===== src/rtl/tap_delay_line_pkg.sv =====
// rtl/tap_delay_line_pkg.sv - shared types and helpers for tap_delay_line (BIST option: TAP_DELAY_LINE_BIST_EN)
package tap_delay_line_pkg;

  typedef enum logic [2:0] {
    IDLE   = 3'd0,
    FLUSH  = 3'd1,
    LAUNCH = 3'd2,
    WAIT   = 3'd3,
    DONE   = 3'd4
  } bist_state_e;

  // Out-of-range tap requests saturate at the last stage.
  function automatic int clamp_tap(input int tap, input int depth);
    return (tap >= depth) ? (depth - 1) : tap;
  endfunction

  // Highest count WAIT reaches before declaring that no pulse arrived.
  function automatic int bist_timeout(input int depth);
    return depth + 1;
  endfunction

endpackage


===== src/rtl/tap_delay_line_if.sv =====
// rtl/tap_delay_line_if.sv - lane data, tap config and BIST signals of tap_delay_line
interface tap_delay_line_if #(
  parameter int CHANNELS = 8,
  parameter int TAPW     = 6,
  parameter int CW       = 7
);
  logic [CHANNELS-1:0] din;
  logic [CHANNELS-1:0] dout;
  logic                cfg_we;
  logic [TAPW-1:0]     cfg_tap;
  logic                bist_start;
  logic                bist_busy;
  logic                bist_done;
  logic                bist_pass;
  logic [CW-1:0]       bist_count;

  modport master (
    output din, cfg_we, cfg_tap, bist_start,
    input  dout, bist_busy, bist_done, bist_pass, bist_count
  );

  modport slave (
    input  din, cfg_we, cfg_tap, bist_start,
    output dout, bist_busy, bist_done, bist_pass, bist_count
  );
endinterface


===== src/rtl/tap_delay_line_delay_lane.sv =====
// rtl/tap_delay_line_delay_lane.sv - one lane: DEPTH-stage shift register with tap mux
module delay_lane #(
  parameter int DEPTH = 64,
  parameter int TAPW  = $clog2(DEPTH)
) (
  input  logic            clk,
  input  logic            rst_n,
  input  logic            d,
  input  logic [TAPW-1:0] tap,
  output logic            q
);

  logic [DEPTH-1:0] stage;

  // Shift a new sample into stage[0] every cycle; stage[k] is the input from k+1 edges ago.
  always_ff @(posedge clk or negedge rst_n) begin
    if (!rst_n) begin
      stage <= '0;
    end else begin
      stage <= (stage << 1) | DEPTH'(d);
    end
  end

  // Tap is clamped upstream, so it always addresses an existing stage.
  assign q = stage[tap];

endmodule


===== src/rtl/tap_delay_line.sv =====
// rtl/tap_delay_line.sv - multi-lane tap-selectable delay line with optional BIST (TAP_DELAY_LINE_BIST_EN)
module tap_delay_line
  import tap_delay_line_pkg::*;
#(
  parameter int CHANNELS = 8,
  parameter int DEPTH    = 64,
  parameter int TAPW     = $clog2(DEPTH),
  parameter int CW       = $clog2(DEPTH + 2)
) (
  input  logic            clk,
  input  logic            rst_n,
  tap_delay_line_if.slave bus
);

  logic [TAPW-1:0]     tap_q;
  logic [CHANNELS-1:0] lane_d;
  logic [CHANNELS-1:0] lane_q;
  logic                busy;

  // Tap register: lane contents are untouched, so a new tap realigns output at once.
  always_ff @(posedge clk or negedge rst_n) begin
    if (!rst_n) begin
      tap_q <= '0;
    end else if (bus.cfg_we && !busy) begin
      tap_q <= TAPW'(clamp_tap(int'(bus.cfg_tap), DEPTH));
    end
  end

  for (genvar i = 0; i < CHANNELS; i++) begin : g_lane
    delay_lane #(
      .DEPTH (DEPTH),
      .TAPW  (TAPW)
    ) u_lane (
      .clk   (clk),
      .rst_n (rst_n),
      .d     (lane_d[i]),
      .tap   (tap_q),
      .q     (lane_q[i])
    );
  end

  assign bus.dout = lane_q;

`ifdef TAP_DELAY_LINE_BIST_EN

  localparam logic [CW-1:0] FLUSH_LAST = CW'(DEPTH - 1);
  localparam logic [CW-1:0] TIMEOUT    = CW'(bist_timeout(DEPTH));

  bist_state_e   state_q, state_d;
  logic [CW-1:0] cnt_q;
  logic [CW-1:0] count_q;
  logic          pass_q;
  logic          inject;
  logic          done;
  logic          any_hit;
  logic          all_hit;
  logic [CW-1:0] tap_plus1;

  assign any_hit   = |lane_q;
  assign all_hit   = &lane_q;
  assign tap_plus1 = CW'(tap_q) + CW'(1);

  // FSM state register.
  always_ff @(posedge clk or negedge rst_n) begin
    if (!rst_n) begin
      state_q <= IDLE;
    end else begin
      state_q <= state_d;
    end
  end

  // Next state, injected lane value and status strobes.
  always_comb begin
    state_d = state_q;
    inject  = 1'b0;
    busy    = 1'b0;
    done    = 1'b0;
    case (state_q)
      IDLE: begin
        if (bus.bist_start) state_d = FLUSH;
      end
      FLUSH: begin
        busy = 1'b1;
        if (cnt_q == FLUSH_LAST) state_d = LAUNCH;
      end
      LAUNCH: begin
        busy    = 1'b1;
        inject  = 1'b1;
        state_d = WAIT;
      end
      WAIT: begin
        busy = 1'b1;
        if (any_hit || (cnt_q == TIMEOUT)) state_d = DONE;
      end
      DONE: begin
        done    = 1'b1;
        state_d = IDLE;
      end
      default: state_d = IDLE;
    endcase
  end

  // Cycle counter (flush length, then arrival time) and the held test result.
  always_ff @(posedge clk or negedge rst_n) begin
    if (!rst_n) begin
      cnt_q   <= '0;
      count_q <= '0;
      pass_q  <= 1'b0;
    end else begin
      case (state_q)
        IDLE:   cnt_q <= '0;
        FLUSH:  cnt_q <= cnt_q + CW'(1);
        LAUNCH: cnt_q <= CW'(1);
        WAIT: begin
          if (any_hit) begin
            count_q <= cnt_q;
            pass_q  <= all_hit && (cnt_q == tap_plus1);
          end else if (cnt_q == TIMEOUT) begin
            count_q <= cnt_q;
            pass_q  <= 1'b0;
          end else begin
            cnt_q <= cnt_q + CW'(1);
          end
        end
        default: ;
      endcase
    end
  end

  assign lane_d         = (state_q == IDLE) ? bus.din : {CHANNELS{inject}};
  assign bus.bist_busy  = busy;
  assign bus.bist_done  = done;
  assign bus.bist_pass  = pass_q;
  assign bus.bist_count = count_q;

`else

  logic unused_bist_start;

  assign unused_bist_start = bus.bist_start;
  assign busy              = 1'b0;
  assign lane_d            = bus.din;
  assign bus.bist_busy     = 1'b0;
  assign bus.bist_done     = 1'b0;
  assign bus.bist_pass     = 1'b0;
  assign bus.bist_count    = {CW{1'b0}};

`endif

endmodule

===== src/flat_wrapper.sv =====
// flat-port wrapper written by rule: the top's interface ports become plain ports
module tap_delay_line_flat import tap_delay_line_pkg::*;
#(
  parameter int CHANNELS = 8,
  parameter int DEPTH    = 64,
  parameter int TAPW     = $clog2(DEPTH),
  parameter int CW       = $clog2(DEPTH + 2)
)
  (clk, rst_n, bus_din, bus_cfg_we, bus_cfg_tap, bus_bist_start, bus_dout, bus_bist_busy, bus_bist_done, bus_bist_pass, bus_bist_count);
  tap_delay_line_if #(.CHANNELS(CHANNELS), .TAPW(TAPW), .CW(CW)) bus_i ();
  input  logic clk;
  input  logic rst_n;
  input wire logic [$bits(bus_i.din)-1:0] bus_din;
  input wire logic [$bits(bus_i.cfg_we)-1:0] bus_cfg_we;
  input wire logic [$bits(bus_i.cfg_tap)-1:0] bus_cfg_tap;
  input wire logic [$bits(bus_i.bist_start)-1:0] bus_bist_start;
  output wire logic [$bits(bus_i.dout)-1:0] bus_dout;
  output wire logic [$bits(bus_i.bist_busy)-1:0] bus_bist_busy;
  output wire logic [$bits(bus_i.bist_done)-1:0] bus_bist_done;
  output wire logic [$bits(bus_i.bist_pass)-1:0] bus_bist_pass;
  output wire logic [$bits(bus_i.bist_count)-1:0] bus_bist_count;
  assign bus_i.din = bus_din;
  assign bus_i.cfg_we = bus_cfg_we;
  assign bus_i.cfg_tap = bus_cfg_tap;
  assign bus_i.bist_start = bus_bist_start;
  assign bus_dout = bus_i.dout;
  assign bus_bist_busy = bus_i.bist_busy;
  assign bus_bist_done = bus_i.bist_done;
  assign bus_bist_pass = bus_i.bist_pass;
  assign bus_bist_count = bus_i.bist_count;
  tap_delay_line #(.CHANNELS(CHANNELS), .DEPTH(DEPTH), .TAPW(TAPW), .CW(CW)) u_core (.clk(clk), .rst_n(rst_n), .bus(bus_i));
endmodule

===== config.mk =====
export PLATFORM = sky130hd
export DESIGN_NAME = tap_delay_line_flat
export DESIGN_NICKNAME = d
export VERILOG_FILES = /design/src/rtl/tap_delay_line_pkg.sv /design/src/rtl/tap_delay_line_if.sv /design/src/rtl/tap_delay_line_delay_lane.sv /design/src/rtl/tap_delay_line.sv /design/src/flat_wrapper.sv
export SDC_FILE = /design/constraint.sdc
export NUM_CORES = 1
export LEC_CHECK = 0
export BUFFER_PORTS_ARGS = -buffer_cell sky130_fd_sc_hd__buf_2
export CAP_MARGIN = 10
export CORE_ASPECT_RATIO = 0.75
export CORE_MARGIN = 5
export CORE_UTILIZATION = 60
export CTS_CLUSTER_SIZE = 40
export DETAILED_ROUTE_END_ITERATION = 6
export PLACE_DENSITY = 0.77
export REMOVE_ABC_BUFFERS = 1
export SKIP_LAST_GASP = 1
export SLEW_MARGIN = 30
export SYNTH_ARGS = -nofsm -noshare
export SYNTH_HDL_FRONTEND = slang
export SYNTH_HIERARCHICAL = 1
export SYNTH_SLANG_ARGS = --single-unit

===== constraint.sdc =====
create_clock -name clk -period 3.61 [get_ports clk]
set_input_delay 0.722 -clock clk [delete_from_list [all_inputs] [get_ports clk]]
set_output_delay 0.722 -clock clk [all_outputs]
set_load 0.1 [all_outputs]

==> flow_metrics.py <==
metrics = {
    "detailed_routing": {
        "drc": 0,
        "drt-total-wl_um": 31700,
        "drt-initial-drc-count": 536,
        "ant_nets": 0,
        "viasPerCell": 5.79,
        "via_count": 8298,
        "drt-wirelength-per-cell_um": 22.1,
        "drt_first_pass_iters": 4,
    },
    "grt": {
        "grt_use_total": 0.212,
        "grt_pass1_vias": 9301,
        "antenna_found_initial": 0,
        "grt_max_degree": 89,
        "overflow": 0,
        "grt_pass1_wl_um": 53400,
    },
    "timing": {
        "maxSlewHeadroom": 0.532,
        "fin_setup_tns_ns": -0.115,
        "clock.fmax_mhz": 272,
        "min_period_ns": 3.68,
        "worst_pin_slew_ns": 0.703,
        "fin_skew_ns": 0.00562,
        "hold_viol": 0,
        "finalCritPeriodShare": 1.02,
        "drv_slew": 0,
        "setup_viol": 4,
        "fin_ws_ns": -0.0689,
        "rsz0062_at_grt": "yes",
    },
    "critical_path": {
        "critPathArrivalTime_ns": 2.96,
        "crit_fanout": 6,
        "worstSetupEndpointType": "output pin",
        "crit_top_cell": "buf_4",
        "max_stage_delay_ns": 0.51,
        "startpoint_type": "flip-flop",
        "r2r_setup_slack_ns": 2.41,
        "path_class": "flip-flop to output pin",
        "cpMaxStageDelayCell": "dfrtp_4",
        "path_cells": "buf_12, buf_4, buf_4, mux4_2, o211ai_1, o21ai_1, a2111oi_2, nor2_1, buf_6",
        "crit_required_ns": 2.89,
    },
    "floorplan": {
        "core_mm2": 0.0289,
        "ios": 36,
        "die_width_um": 207,
        "start_util": 0.603,
        "rows": 54,
        "die_h_um": 158,
        "die_area_mm2": 0.0326,
    },
    "logic_synthesis": {
        "yosysWarnings": 6,
        "synth_seq_area_share": 0.745,
        "synth_flop_cell": "dfrtp_1",
        "syn_avg_cell_area_um2": 19.8,
        "synth_edf_count": 0,
        "netlist_instances": 880,
        "ys_seq_elements": 518,
        "synth_area_mm2": 0.0174,
        "yosysUniqueCellTypes": 22,
        "async_flop_share": 1.00,
    },
    "place": {
        "dpl_worst_slack_ns": 0.221,
        "place_hpwl_um": 18200,
        "gp_congestion": 0.766,
        "place_area_mm2": 0.0183,
        "io_buffers": 24,
    },
    "clocking": {
        "hold_buffers": 0,
        "path_clk_slew_ns": 0.07,
        "h-tree-depth": 2,
        "cts_root_buf": "clkbuf_16",
        "cts_tree": "built",
        "clockBufferDepth": 3,
        "numCtsBuffers": 46,
        "clkSinkCount": 518,
        "clock_latency_ns": 0.55,
    },
    "finish": {
        "drive_gt1_frac": 0.330,
        "antennaDiodeCount": 0,
        "layout_commonest_cell": "dfrtp_1",
        "fin_area_mm2": 0.0204,
        "final_cell_mix": "dfrtp_1, mux4_2, buf_4",
        "syn2layout_area_growth_pct": 17.1,
        "nNetsFinal": 1025,
    },
    "pwr": {
        "p_total_mw": 12.5,
        "p_leak_nw": 8.95,
        "ir_drop_mv": 0.511,
        "pwr_density_cell_mw_per_mm2": 615,
    },
    "run_status": {
        "violations": "setup timing",
        "status": "finished with violations",
    },
    "hold_path": {
        "hp-class": "input pin to async pin",
    },
    "run": {
        "maxCapViolations": 0,
    },
}
[area by class of cell]
| class | instances | area, µm² |
|---|---|---|
| fill | 1710 | 8470 |
| timing repair buffer | 105 | 1100 |
| inverter | 16 | 60.1 |
| clock inverter | 7 | 62.6 |
| sequential | 518 | 13000 |
| multi-input combinational | 320 | 4220 |
| clock buffer | 76 | 1480 |
| tap | 392 | 490 |
[per-stage QoR]
step | cells | util | hold WS (ns)
2_1_floorplan | 854 | - | 0.349
3_3_place_gp | 1321 | 0.634 | 0.350
3_5_place_dp | 1321 | 0.634 | 0.355
4_1_cts | 1419 | 0.697 | 0.197
5_1_grt | 1434 | 0.707 | 0.220
6_report | 1434 | 0.707 | 0.168
[sequential cells by signal, indices dropped and copies added, names as in the netlist]
signal / cells
u_core/g_lane.u_lane/stage: 512
u_core/tap_q: 6
[critical path: cells and delay by family, from the launching register on]
kind            cells  cell delay, ns
compound gates      3            0.72
buf+inv             4            0.64
flops               1            0.51
mux                 1            0.43
simple gates        1            0.11
[cells by family after synthesis]
logic type,after synthesis,synth area share
AO/OA/AOI/OAI,88,0.0345
buffers and inverters,51,0.0205
flip-flops,518,0.745
multiplexers,150,0.181
other,1,0.000215
AND/OR/NAND/NOR,72,0.0196
[cells in the mapped netlist, types with 10 or more instances]
cell	n	area, µm²
a21oi_1	24	120
a22oi_1	16	120
a31oi_1	16	100
buf_4	10	75.1
buf_6	17	191
dfrtp_1	518	13000
inv_1	16	60.1
mux4_2	128	2880
nand2_1	16	60.1
nand3_1	16	80.1
nor2_1	16	60.1
nor2b_1	16	100
[metal layers]
| layer | wire [µm] | vias to the layer above | GRT usage | share of wire |
|---|---|---|---|---|
| met4 | 818 | 0 | 0.0643 | 0.026 |
| met5 | 0 | - | 0 | 0 |
| met1 | 14700 | 4537 | 0.332 | 0.46 |
| li1 | - | 3512 | - | - |
| met2 | 14800 | 187 | 0.313 | 0.47 |
| met3 | 1470 | 62 | 0.0426 | 0.046 |
[what timing repair did]
action / CTS / global route
pin swaps: 17 / 15
resized for setup: 29 / 34
setup endpoints to repair: 8 / 8
buffers inserted: 16 / 16
[final timing paths]
path,from,endpoint,cells past startpoint
worst max-delay path,u_core/tap_q[0]$_DFFE_PN0P_,bus_dout[3],9
worst min-delay path,rst_n,u_core/g_lane[2].u_lane/stage[42]$_DFF_PN0_,1
worst max register to register,u_core/tap_q[0]$_DFFE_PN0P_,u_core/tap_q[0]$_DFFE_PN0P_,3
worst min register to register,u_core/g_lane[0].u_lane/stage[30]$_DFF_PN0_,u_core/g_lane[0].u_lane/stage[31]$_DFF_PN0_,0
max in group asynchronous,rst_n,u_core/g_lane[4].u_lane/stage[32]$_DFF_PN0_,2
min in group clk,bus_din[6],u_core/g_lane[6].u_lane/stage[0]$_DFF_PN0_,1
[power by group]
| part | internal (mW) | switching (mW) | total [mW] | leakage [nW] |
|---|---|---|---|---|
| logic | 0.652 | 0.787 | 1.44 | 1.90 |
| registers | 6.04 | 0.163 | 6.21 | 6.29 |
| clock network | 2.86 | 2.04 | 4.89 | 0.760 |
(Power assumes the default switching activity.)
